File: config.mk
export PLATFORM = sky130hd
export DESIGN_NAME = sync_fifo_vr_ctrl
export DESIGN_NICKNAME = d
export VERILOG_FILES = /design/src/rtl/sync_fifo_vr_ctrl.sv
export SDC_FILE = /design/constraint.sdc
export NUM_CORES = 1
export LEC_CHECK = 0
export BUFFER_PORTS_ARGS = -buffer_cell sky130_fd_sc_hd__buf_2
export CELL_PAD_IN_SITES_DETAIL_PLACEMENT = 1
export CELL_PAD_IN_SITES_GLOBAL_PLACEMENT = 1
export CORE_ASPECT_RATIO = 1.4
export CORE_MARGIN = 5
export CORE_UTILIZATION = 45
export CTS_BUF_LIST = sky130_fd_sc_hd__clkbuf_8
export CTS_CLUSTER_DIAMETER = 50
export DETAILED_ROUTE_END_ITERATION = 16
export PLACE_DENSITY = 0.72
export SKIP_LAST_GASP = 1
export SYNTH_ARGS = -nofsm -noshare
export SYNTH_HDL_FRONTEND = slang
export SYNTH_SLANG_ARGS = --single-unit
File: constraint.sdc
create_clock -name clk -period 6.2 [get_ports clk]
set_input_delay 0 -clock clk [delete_from_list [all_inputs] [get_ports clk]]
set_output_delay 0 -clock clk [all_outputs]
set_load 0.1 [all_outputs]
File: src/rtl/sync_fifo_vr_ctrl.sv
// Single-clock valid/ready FIFO with first-word fall-through, occupancy flags
// and a debug high-watermark of the occupancy count.
module sync_fifo_vr_ctrl #(
    parameter int unsigned DATA_WIDTH  = 16,
    parameter int unsigned DEPTH       = 8,
    parameter int unsigned AFULL_LEVEL = 6,
    localparam int unsigned CW         = $clog2(DEPTH + 1)
) (
    input  logic                  clk,
    input  logic                  reset,
    input  logic                  flush,
    input  logic                  in_valid,
    output logic                  in_ready,
    input  logic [DATA_WIDTH-1:0] in_data,
    output logic                  out_valid,
    input  logic                  out_ready,
    output logic [DATA_WIDTH-1:0] out_data,
    output logic [CW-1:0]         count,
    output logic                  full,
    output logic                  empty,
    output logic                  almost_full,
    output logic [CW-1:0]         watermark,
    input  logic                  wm_clr
);

    localparam int unsigned AW = $clog2(DEPTH);

    logic [DATA_WIDTH-1:0] mem [DEPTH];
    logic [AW-1:0]         wr_ptr;
    logic [AW-1:0]         rd_ptr;
    logic [CW-1:0]         count_nxt;
    logic [CW-1:0]         wm_nxt;
    logic                  push;
    logic                  pop;

    // Flags decode only the count register, so in_ready never depends on out_ready.
    assign full        = (count == CW'(DEPTH));
    assign empty       = (count == '0);
    assign almost_full = (count >= CW'(AFULL_LEVEL));
    assign in_ready    = ~full;
    assign out_valid   = ~empty;
    assign out_data    = mem[rd_ptr];

    assign push = in_valid & in_ready;
    assign pop  = out_valid & out_ready;

    // Next occupancy and watermark; flush discards this cycle's handshakes.
    always_comb begin
        count_nxt = count;
        wm_nxt    = watermark;
        if (flush) begin
            count_nxt = '0;
        end else begin
            case ({push, pop})
                2'b10:   count_nxt = count + CW'(1);
                2'b01:   count_nxt = count - CW'(1);
                default: count_nxt = count;
            endcase
        end
        if (wm_clr) begin
            wm_nxt = count_nxt;
        end else if (count_nxt > watermark) begin
            wm_nxt = count_nxt;
        end
    end

    always_ff @(posedge clk) begin
        if (!reset) begin
            wr_ptr    <= '0;
            rd_ptr    <= '0;
            count     <= '0;
            watermark <= '0;
        end else begin
            if (flush) begin
                wr_ptr <= '0;
                rd_ptr <= '0;
            end else begin
                if (push) wr_ptr <= wr_ptr + AW'(1);
                if (pop)  rd_ptr <= rd_ptr + AW'(1);
            end
            count     <= count_nxt;
            watermark <= wm_nxt;
        end
    end

    // Storage has no reset; writes are suppressed during reset and flush.
    always_ff @(posedge clk) begin
        if (reset && !flush && push) begin
            mem[wr_ptr] <= in_data;
        end
    end

endmodule

* Yosys cells after proc, flatten, opt, wreduce, memory -nomap -nowiden *
Memories as Yosys holds them, arrays and structs flattened. A register that Yosys moved wholly into a read port is not among the register bits.
Cells that the tools add are included.

storage, ports and cells
  bits in writable memories = 128
  flip-flop bits (word level) = 14
  memories = 1
  output and inout port bits = 29
  logic and storage cells = 33
  input port bits = 22

cells by class
  order comparisons = 2
  bitwise gates (word level) = 5
  add/subtract/negate cells = 4
  reductions and logical operators = 6
  multiplexer cells = 8
  equality and inequality tests = 3

memories
  name  depth  width  rd ports  clocked after Yosys merged registers in  wr ports  line  text
  mem   8      16     1         1                                        1         28    logic [DATA_WIDTH-1:0] mem [DEPTH];

operator list
  operator             count
  $mux 4               3
  $pmux 4 s2           1
  $add 3x1->3 const B  2
  $mux 3               2
  $add 4x1->4 const B  1
  $eq 4x4->1 const B   1
  $ge 4x3->1 const B   1
  $gt 4x4->1           1
  $logic_not 4->1      1
  $sub 4x1->4 const B  1
  $not 1->1            3
  $and 1x1->1          2
  $eq 2x1->1 const B   1
  $eq 2x2->1 const B   1
  $logic_and 1x1->1    2
  $mux 1               2
  $reduce_bool 2->1    1
  $reduce_or 2->1      1
  $logic_not 1->1      1

* Depth between registers and ports, before layout *
Gate-level depths: netlist of the first run.

  word-level depth = 9
  gate-level depth with buffers = 15
  gate-level depth less buffers = 14

* Least setup slack after synthesis of the first run *
No wires, ideal clock.

  path kind = register -> register
  start point = register count[0]
  end point = register watermark[0]
  slack = 0.979 ns
  required time = 6.130 ns
  cell stages (with the launch flop) = 16
  arrival = 5.151 ns
  clock period less this slack = 5.221 ns
  cells stage by stage = dfxtp_1 > or4_1 > clkbuf_1 > nand2_1 > inv_1 > ha_1 > ha_1 > or4b_1 > o311a_1 > a211oi_2 > nor2_1 > ha_1 > or2_2 > o311ai_2 > o211ai_1 > a21oi_1

on the way
  longest elaborated chain between the ends = 8
  elaborated cells on any way between the ends = 16
  those cells by class = 2 x add/sub; 1 x order compare; 3 x eq/ne; 4 x mux; 4 x bitwise; 2 x reduce/logical

ends and longest elaborated chain
  item                                      line  text
  from (decl)                               18    output logic [CW-1:0] count,
  from (signal assigned)                    81    count <= count_nxt;
  $logic_not 4->1 *                         38    assign empty = (count == '0);
  $not 1->1 *                               41    assign out_valid = ~empty;
  named net out_valid                       15    output logic out_valid,
  $and 1x1->1 *                             45    assign pop = out_valid & out_ready;
  $eq 2x1->1 or $eq 2x2->1 (tied branches)  54    case ({push, pop})
  $pmux 4 s2 *                              54
  $mux 4 *                                  51    if (flush) begin
  named net count_nxt[3]                    31    logic [CW-1:0] count_nxt;
  $gt 4x4->1 *                              62    end else if (count_nxt > watermark) begin
  $reduce_bool 2->1 (no source line) *      -
  to (signal assigned)                      82    watermark <= wm_nxt;
  to (decl)                                 22    output logic [CW-1:0] watermark,

Mark *: on every way through the listed nets, which the timed path passes. The rest lies on a longest branch. The select of a mux whose other input is x is not followed.
A chain may end at the register's enable or synchronous reset.

* Final worst setup path of the first run *
  start point = register count[3]
  end point = register watermark[3]

on the way
  longest elaborated chain between the ends = 8
  elaborated cells on any way between the ends = 16
  those cells by class = 2 x add/sub; 1 x order compare; 3 x eq/ne; 4 x mux; 4 x bitwise; 2 x reduce/logical

ends and longest elaborated chain
  item                                                          line
  $eq 4x4->1 or $logic_not 4->1 (tied branches)                 37, 38
  $not 1->1, on equally long branches                           40, 41
  $and 1x1->1, on equally long branches                         44, 45
  $eq 2x1->1 or $eq 2x2->1 (tied branches)                      54
  $pmux 4 s2 *                                                  54
  $mux 4 *                                                      51
  named net count_nxt[3]                                        31
  $gt 4x4->1 or $mux 4 (tied branches)                          62
  $reduce_bool 2->1 (no source line) or $mux 4 (tied branches)  -

Marks and branches as above.

==> flow_metrics.py, run 1 <==
metrics = {
    "detailed_routing": {
        "routed_wl_um": 11860,
        "routed_via_density": 5.494,
        "drtIter0Drc": 150,
        "via_count": 3093,
        "drc_errors": 0,
        "postRouteAntennaNets": 0,
        "firstDrtPassIters": 4,
        "wl_per_cell_um": 21.06,
    },
    "grt": {
        "grt_antenna_before_repair": 0,
        "use_met3": 0.02974,
        "grt_pass1_wl_um": 18950,
        "grt_max_degree": 33,
        "gr-total-overflow": 0,
        "grtUsageTotal": 0.1669,
        "grt.met2_usage": 0.3065,
        "busiest_layer": "met2",
        "grt_use_met1": 0.1916,
        "grt_pass1_vias": 3463,
    },
    "yosys": {
        "synth_nets": 341,
        "synth_area_mm2": 0.005847,
        "yosysTopAreaCell": "edfxtp_1",
        "yosys_most_used_dff": "edfxtp_1",
        "ys_ff_latch": 145,
        "synth_cells": 309,
        "yosysSeqAreaShare": 0.7156,
        "syn-mean-instance-area_um2": 18.92,
        "synth.area.top_cells": "edfxtp_1, mux4_2, dfxtp_1",
        "async_reset_ff_frac": 0,
        "synth.distinct_cells": 43,
        "synth_top_area_frac": 0.6574,
        "yosysWarnings": 0,
        "synth_edf_count": 128,
    },
    "place": {
        "placed_cells": 509,
        "place_area_mm2": 0.006305,
        "gp_congestion": 0.8527,
        "hpwlAfterDp_um": 7601,
        "port_buffers": 50,
    },
    "worst_hold_path": {
        "holdPathStages": 3,
        "hold_path_class": "in2reg",
    },
    "sta": {
        "rsz0062_at_grt": "false",
        "relSlewSlack": 0.3426,
        "setup_viol": 0,
        "fmax_ghz": 0.2377,
        "finalSetupTns_ps": 0,
        "finalHoldViolCount": 0,
        "maxSlewViolCount": 0,
        "min_period_ps": 4207,
        "worst_pin_slew_ps": 984.8,
        "timing.final.crit_share": 0.6785,
        "finClkSkew_ps": 10.71,
    },
    "worst_setup_path": {
        "start_kind": "flip-flop",
        "r2r_cells": 14,
        "critical_path_peak_fanout": 9,
        "critPathKind": "reg2reg",
        "critPathArrivalTime_ps": 4540,
        "cp-end-kind": "flip-flop",
        "r2r_setup_slack_ps": 1990,
        "required_ps": 6530,
    },
    "floorplanning": {
        "core_area_mm2": 0.01281,
        "die_width_um": 106.3,
        "start_util": 0.4563,
        "die_height_um": 144.9,
        "die_area_mm2": 0.01540,
        "fp-row-count": 49,
        "num_io_pins": 51,
    },
    "clock_tree": {
        "cts-root-buf": "clkbuf_8",
        "clk_path_buf_depth": 2,
        "clock_sinks": 145,
        "cts_buffers": 17,
        "worst_skew_pair.late_latency_ps": 440,
        "h-tree-depth": 4,
        "cts_tree": "yes",
        "path_clk_slew_ps": 70,
    },
    "pwr": {
        "peakVddDrop_v": 0.0001952,
        "power_density_mw_per_mm2": 288.4,
        "leakage_uw": 0.002356,
    },
    "layout": {
        "fillers": 1188,
        "finalInstanceArea_mm2": 0.006904,
        "final_cell_count_no_fill": 563,
        "drive_gt1_frac": 0.3512,
        "n_antenna_cell": 0,
        "regArea_mm2": 0.004185,
        "area_delta_synth_final_pct": 18.08,
        "nets": 429,
        "multi_input_area_mm2": 0.001558,
    },
    "run_status": {
        "status": "finished, final reports clean",
    },
    "run": {
        "drv_cap": 0,
    },
}
## layout make-up
type | count | share of cell area
Clock buffer | 17 | 0.03389
Clock inverter | 15 | 0.02102
Inverter | 12 | 0.006524
Multi-Input combinational cell | 139 | 0.2256
Sequential cell | 145 | 0.6062
Tap cell | 153 | 0.02773
Timing Repair Buffer | 82 | 0.07901
## cells in the mapped netlist (4+ instances only)
library cell and number:
nand2b_1 4, mux4_2 32, nor2_1 18, inv_1 12, nand2_1 4, edfxtp_1 128
nand3_1 5, xor2_1 4, dfxtp_1 17, ha_1 9, a21oi_1 7, mux2_2 16
clkbuf_1 4
## layout by cell type (no fill, tap or decap), types with 3 or more instances in the layout
cell,netlist,routed
o211ai_1,3,3
ha_1,9,9
nand3_1,5,5
o311ai_0,3,3
nand2b_1,4,4
a21oi_1,7,7
dfxtp_1,17,16
clkinv_4,0,4
nor2_1,18,18
nand2_1,4,4
mux4_2,32,32
dlygate4sd3_1,0,22
clkinv_2,0,3
buf_2,2,50
mux2_2,16,16
edfxtp_1,128,128
inv_1,12,13
clkbuf_8,0,17
xor2_1,4,4
buf_4,3,10
or3_1,3,3
## registers in the layout, summed over array words and instances, names as in the netlist, named ones only
name       cells
wr_ptr         3
watermark      4
count          4
mem          128
rd_ptr         3
## worst paths after layout
check             startpoint            to
setup / recovery    count[3]  watermark[3]
hold / removal         reset      count[2]
setup reg to reg    count[3]  watermark[3]
hold reg to reg    rd_ptr[1]     flip-flop
## timing repair
action / in CTS / in global routing
endpoints found under the hold margin: 143 / 0
hold buffers: 22 / 0
buffers inserted: 0 / 0
gates resized for setup: 0 / 0
## critical path, stage by stage (launching register included)
cell       delay, ps
dfxtp_1          380
or4_1            620
nand2_1          170
inv_1             60
ha_1             280
ha_1             390
or4b_1           530
o311a_1          150
a211oi_2         300
nor2_1            80
ha_1             240
or2_2            320
o311ai_2         340
o2111ai_1        160
o31ai_1          100
## kinds of logic (layout without fill, tap and decap cells)
kind of cell | after synthesis | count (layout) | synth area share
flip-flops | 145 | 145 | 0.7156
multiplexers | 50 | 50 | 0.1575
AND/OR/NAND/NOR | 49 | 49 | 0.04365
buffers and inverters | 25 | 126 | 0.01969
AO/OA/AOI/OAI | 24 | 24 | 0.03189
adder cells (fa/ha/maj) | 10 | 10 | 0.02268
XOR/XNOR | 6 | 6 | 0.008988
## per-layer routing
| metal | up-vias | part of all wire |
|---|---|---|
| li1 | 1417 | - |
| met1 | 1601 | 0.40 |
| met2 | 60 | 0.55 |
| met3 | 15 | 0.027 |
| met4 | 0 | 0.020 |
| met5 | - | 0 |
## where the power goes
group          internal (µW)  switching (µW)
logic                   64.5             153
clock network            353             345
registers               1070            6.30
## metrics by stage
step	hold WS, ps	util	total power [µW]	setup slack (ps)
after CTS	336.8	0.5388	2016	1986
after global routing	379.3	0.5388	2077	1625
final	371.6	0.5388	1991	1993
after detailed placement	250.3	0.4920	1306	1990
after floorplan	79.31	-	1260	979.5
after global placement	266.2	0.4920	1300	2138
Power figures use the tool's default switching activity.
==> run 2: changes to the inputs <==
Clock period 6.2 ns to 3.9 ns, I/O delays scaled along.
==> flow_metrics.py, run 2 (synthesis results as in run 1) <==
metrics = {
    "run_status": {
        "status": "finished, final reports clean",
    },
    "sta": {
        "finClkSkew_ps": 9.024,
        "timing.final.crit_share": 0.9689,
        "rsz0062_at_grt": "false",
        "finalSetupTns_ps": 0,
        "fmax_ghz": 0.2646,
        "whs_ps": 372.8,
        "maxSlewViolCount": 0,
        "finalHoldViolCount": 0,
        "worst_pin_slew_ps": 985.1,
        "setup_viol": 0,
        "relSlewSlack": 0.3424,
        "min_period_ps": 3779,
        "setup_slack_ps": 121.1,
    },
    "layout": {
        "n_antenna_cell": 0,
        "regArea_mm2": 0.004200,
        "top_register": "mem",
        "final_common_cell": "edfxtp_1",
        "largestRegisters": "mem (128), count (4), watermark (4)",
        "largest_register_ffs": 128,
        "fillers": 1202,
        "utilization": 0.5516,
        "nets": 435,
        "drive_gt1_frac": 0.3870,
        "multi_input_area_mm2": 0.001602,
        "area_delta_synth_final_pct": 20.89,
        "mostFrequentLayoutCells": "edfxtp_1, buf_2, mux4_2, dlygate4sd3_1, nor2_1",
    },
    "grt": {
        "grt_pass1_wl_um": 19220,
        "grt_pass1_vias": 3446,
        "use_met3": 0.02752,
        "gr-total-overflow": 0,
        "grt_antenna_before_repair": 0,
        "grt_max_degree": 33,
        "busiest_layer": "met2",
        "grtUsageTotal": 0.1695,
        "grt_use_met1": 0.1928,
        "grt.met2_usage": 0.3195,
    },
    "clock_tree": {
        "cts-root-buf": "clkbuf_8",
        "cts_buffers": 17,
        "path_clk_slew_ps": 80,
        "clk_path_buf_depth": 2,
        "cts_tree": "yes",
        "clock_sinks": 145,
        "h-tree-depth": 4,
        "worst_skew_pair.late_latency_ps": 430,
    },
    "pwr": {
        "peakVddDrop_v": 0.0002181,
        "power_density_mw_per_mm2": 473.7,
        "leakage_uw": 0.002407,
        "power_uw": 3348,
    },
    "place": {
        "gp_congestion": 0.8815,
        "port_buffers": 50,
        "hpwlAfterDp_um": 7857,
        "place_ws_ps": 128.7,
    },
    "worst_hold_path": {
        "holdPathStages": 3,
        "hold_path_end": "count[2]",
        "min_from": "reset",
        "hold_path_class": "in2reg",
    },
    "worst_setup_path": {
        "reg2reg_to": "watermark[1]",
        "r2r_cells": 14,
        "critical_path_peak_fanout": 9,
        "cp-end-kind": "flip-flop",
        "r2r_setup_slack_ps": 120,
        "crit_start": "count[1]",
        "timing.rr.start": "count[1]",
        "critPathKind": "reg2reg",
        "critPathArrivalTime_ps": 4140,
        "required_ps": 4260,
        "start_kind": "flip-flop",
    },
    "detailed_routing": {
        "postRouteAntennaNets": 0,
        "wl_per_cell_um": 21.45,
        "drtIter0Drc": 116,
        "via_count": 3150,
        "routed_via_density": 5.536,
        "routed_wl_um": 12210,
        "drc_errors": 0,
        "firstDrtPassIters": 4,
    },
    "floorplanning": {
        "die_height_um": 144.9,
        "core_area_mm2": 0.01281,
        "num_io_pins": 51,
        "start_util": 0.4563,
        "die_area_mm2": 0.01540,
        "fp-row-count": 49,
        "die_width_um": 106.3,
    },
    "run": {
        "drv_cap": 0,
    },
}
run 2: area by class of cell:
| class | instances | share of cell area |
|---|---|---|
| flip-flops and latches | 145 | 0.5943 |
| multi-input cells | 139 | 0.2266 |
| repair buffers | 88 | 0.08355 |
| clock buffers | 17 | 0.03310 |
| clock inverters | 15 | 0.02903 |
| well taps | 153 | 0.02708 |
| inverters | 12 | 0.006373 |
run 2: power breakdown:
group	switching (µW)	leakage [µW]	total, µW	internal, µW
sequential	11.3	0.00129	1710	1700
clock	564	0.000215	1270	703
combinational	253	0.000898	372	119
total	828	0.00241	3350	2520
run 2: metrics by stage:
stage | cell area (µm²) | std cells
after global placement | 6381 | 513
after detailed placement | 6381 | 513
final | 7068 | 569
after floorplan | 5921 | 309
after global routing | 7068 | 569
after CTS | 7041 | 567
run 2: worst max-delay path by stage:
stage                              end  slack [ps]  depth (start not counted)
after floorplan           watermark[0]           9                         14
after global placement    watermark[0]         240                         13
after detailed placement  watermark[1]         130                         13
after CTS                 watermark[1]          80                         13
after global routing      watermark[1]           7                         14
final                     watermark[1]         120                         14
run 2: worst max-delay path: stages (launching register included):
cell      delay, ps
dfxtp_4         370
or4_4           560
nand2_2         110
inv_1            70
ha_4            200
ha_4            240
or4b_1          500
o311a_1         150
a211oi_2        270
nor2_1           80
ha_2            210
or2_2           330
o311ai_4        360
o211ai_1        130
a21oi_1         130
run 2: what timing repair did:
| item | CTS | global route |
|---|---|---|
| gates resized for setup | 0 | 3 |
| setup endpoints to repair | 0 | 4 |
| hold buffers | 22 | 0 |
| endpoints found under the hold margin | 141 | 0 |
| setup buffers | 0 | 2 |
run 2: per-layer routing:
layer / wire (µm) / up-vias
li1: - / 1432
met1: 4781 / 1635
met2: 6762 / 66
met3: 454 / 17
met4: 207 / 0
met5: 0 / -
==> run 3: changes to the inputs <==
Settings changed: CELL_PAD_IN_SITES_DETAIL_PLACEMENT 1 to unset, CELL_PAD_IN_SITES_GLOBAL_PLACEMENT 1 to unset, MAX_ROUTING_LAYER set to met4, PLACE_DENSITY 0.72 to 0.64.
==> flow_metrics.py, run 3 (synthesis results as in run 1) <==
metrics = {
    "run_status": {
        "status": "finished, final reports clean",
    },
    "floorplanning": {
        "die_area_mm2": 0.01540,
        "fp-row-count": 49,
        "die_height_um": 144.9,
        "core_area_mm2": 0.01281,
        "start_util": 0.4563,
        "die_width_um": 106.3,
        "num_io_pins": 51,
    },
    "detailed_routing": {
        "drc_errors": 0,
        "via_count": 3095,
        "firstDrtPassIters": 4,
        "routed_wl_um": 11010,
        "drtIter0Drc": 212,
        "routed_via_density": 5.411,
        "postRouteAntennaNets": 0,
        "wl_per_cell_um": 19.24,
    },
    "sta": {
        "whs_ps": 362.6,
        "fmax_ghz": 0.2701,
        "maxSlewViolCount": 0,
        "min_period_ps": 3702,
        "timing.final.crit_share": 0.9492,
        "relSlewSlack": 0.3591,
        "finalHoldViolCount": 0,
        "finClkSkew_ps": 12.51,
        "setup_viol": 0,
        "worst_pin_slew_ps": 960.0,
    },
    "layout": {
        "largestRegisters": "mem (128), count (4), watermark (4)",
        "final_common_cell": "edfxtp_1",
        "mostFrequentLayoutCells": "edfxtp_1, buf_2, mux4_2, dlygate4sd3_1, buf_4",
        "top_register": "mem",
        "drive_gt1_frac": 0.3914,
        "n_antenna_cell": 0,
        "nets": 438,
        "utilization": 0.5552,
        "largest_register_ffs": 128,
        "area_delta_synth_final_pct": 21.68,
        "fillers": 1001,
    },
    "grt": {
        "grtUsageTotal": 0.1622,
        "grt_pass1_vias": 3368,
        "grt_antenna_before_repair": 0,
        "gr-total-overflow": 0,
        "grt_pass1_wl_um": 18050,
        "grt_max_degree": 33,
    },
    "clock_tree": {
        "path_clk_slew_ps": 80,
        "worst_skew_pair.late_latency_ps": 430,
        "clock_sinks": 145,
        "cts-root-buf": "clkbuf_8",
        "cts_buffers": 17,
        "h-tree-depth": 4,
        "cts_tree": "yes",
        "clk_path_buf_depth": 2,
    },
    "worst_setup_path": {
        "start_kind": "flip-flop",
        "critPathBufInv": 1,
        "slowest_stage": "or4_4",
        "endpoint": "watermark[0]",
        "critical_path_peak_fanout": 7,
        "timing.rr.start": "count[1]",
        "reg2reg_to": "watermark[0]",
        "r2r_setup_slack_ps": 200,
        "required_ps": 4260,
        "critPathArrivalTime_ps": 4070,
        "crit_start": "count[1]",
        "cp-end-kind": "flip-flop",
        "crit_family": "simple AND/OR/NAND/NOR gates",
        "r2r_cells": 14,
        "critPathKind": "reg2reg",
        "crit_cells": 14,
        "critPathMaxStageDelay_ps": 580,
        "path_common_cell": "ha_4",
        "crit_chain": "or4_4, nand2_4, inv_1, ha_4, ha_4, or4b_1, o311a_1, a211oi_2, nor2_1, ha_2, or2_4, o311ai_4, o211ai_1, a21oi_1",
    },
    "run": {
        "drv_cap": 0,
    },
    "place": {
        "port_buffers": 50,
        "hpwlAfterDp_um": 6696,
        "gp_congestion": 0.8463,
    },
    "worst_hold_path": {
        "hold_path_class": "in2reg",
    },
    "pwr": {
        "peakVddDrop_v": 0.0002766,
        "power_density_mw_per_mm2": 476.8,
        "leakage_uw": 0.002444,
    },
}
run 3: cell count changes in the layout (fill, tap and decap cells not counted), sizes merged:
cell	delta
inv	+1
bufinv	+1
clkinvlp	+1
buf	+3
clkinv	-3
run 3: routing by layer:
| layer | routed length (µm) | GRT usage | vias to the layer above |
|---|---|---|---|
| met5 | 0 | - | - |
| met4 | 112 | 0.04707 | 0 |
| met3 | 398 | 0.04350 | 11 |
| met2 | 5798 | 0.2731 | 74 |
| met1 | 4698 | 0.1935 | 1569 |
| li1 | - | - | 1441 |
run 3: per-stage QoR:
step	std cells	TNS [ps]	power (µW)	setup slack (ps)	cell area [µm²]
6_report	572	0	3392	198.2	7114
3_5_place_dp	512	0	2088	96.91	6374
5_1_grt	572	-11.26	3529	-11.26	7114
4_1_cts	566	0	3412	69.59	7044
3_3_place_gp	512	0	2086	146.7	6374
2_1_floorplan	309	0	2023	9.483	5921
run 3: layout make-up:
| cell class | count | area, µm² | area share |
|---|---|---|---|
| clock inverters | 15 | 216.5 | 0.03043 |
| inverters | 12 | 45.04 | 0.006331 |
| repair buffers | 91 | 613.1 | 0.08618 |
| flip-flops and latches | 145 | 4200 | 0.5904 |
| multi-input cells | 139 | 1614 | 0.2269 |
| well taps | 153 | 191.4 | 0.02691 |
| clock buffers | 17 | 234.0 | 0.03289 |
run 3: what timing repair did:
item,4_1_cts,5_1_grt
hold endpoints to repair,143,0
resized for setup,0,6
buffers inserted,0,6
hold buffers,22,0
endpoints found under the setup margin,0,4
run 3: worst min-delay path, delay by kind of cell:
| family | cells | cell delay (ps) |
|---|---|---|
| simple gates | 1 | 120 |
| buf+inv | 2 | 650 |
run 3: how the worst min path moves through the flow:
stage,startpoint,end,cells past startpoint
floorplan,flush,count[1],1
global placement,flush,count[1],2
detailed placement,flush,count[1],2
CTS,reset,count[2],3
global route,in_data[11],mem[6][11],2
finish,reset,count[2],3
run 3: power breakdown:
group | leakage (µW) | internal (µW) | switching [µW] | total [µW]
sequential | 0.00129 | 1700 | 15.2 | 1710
combinational | 0.000925 | 125 | 245 | 370
clock | 0.000225 | 759 | 550 | 1310
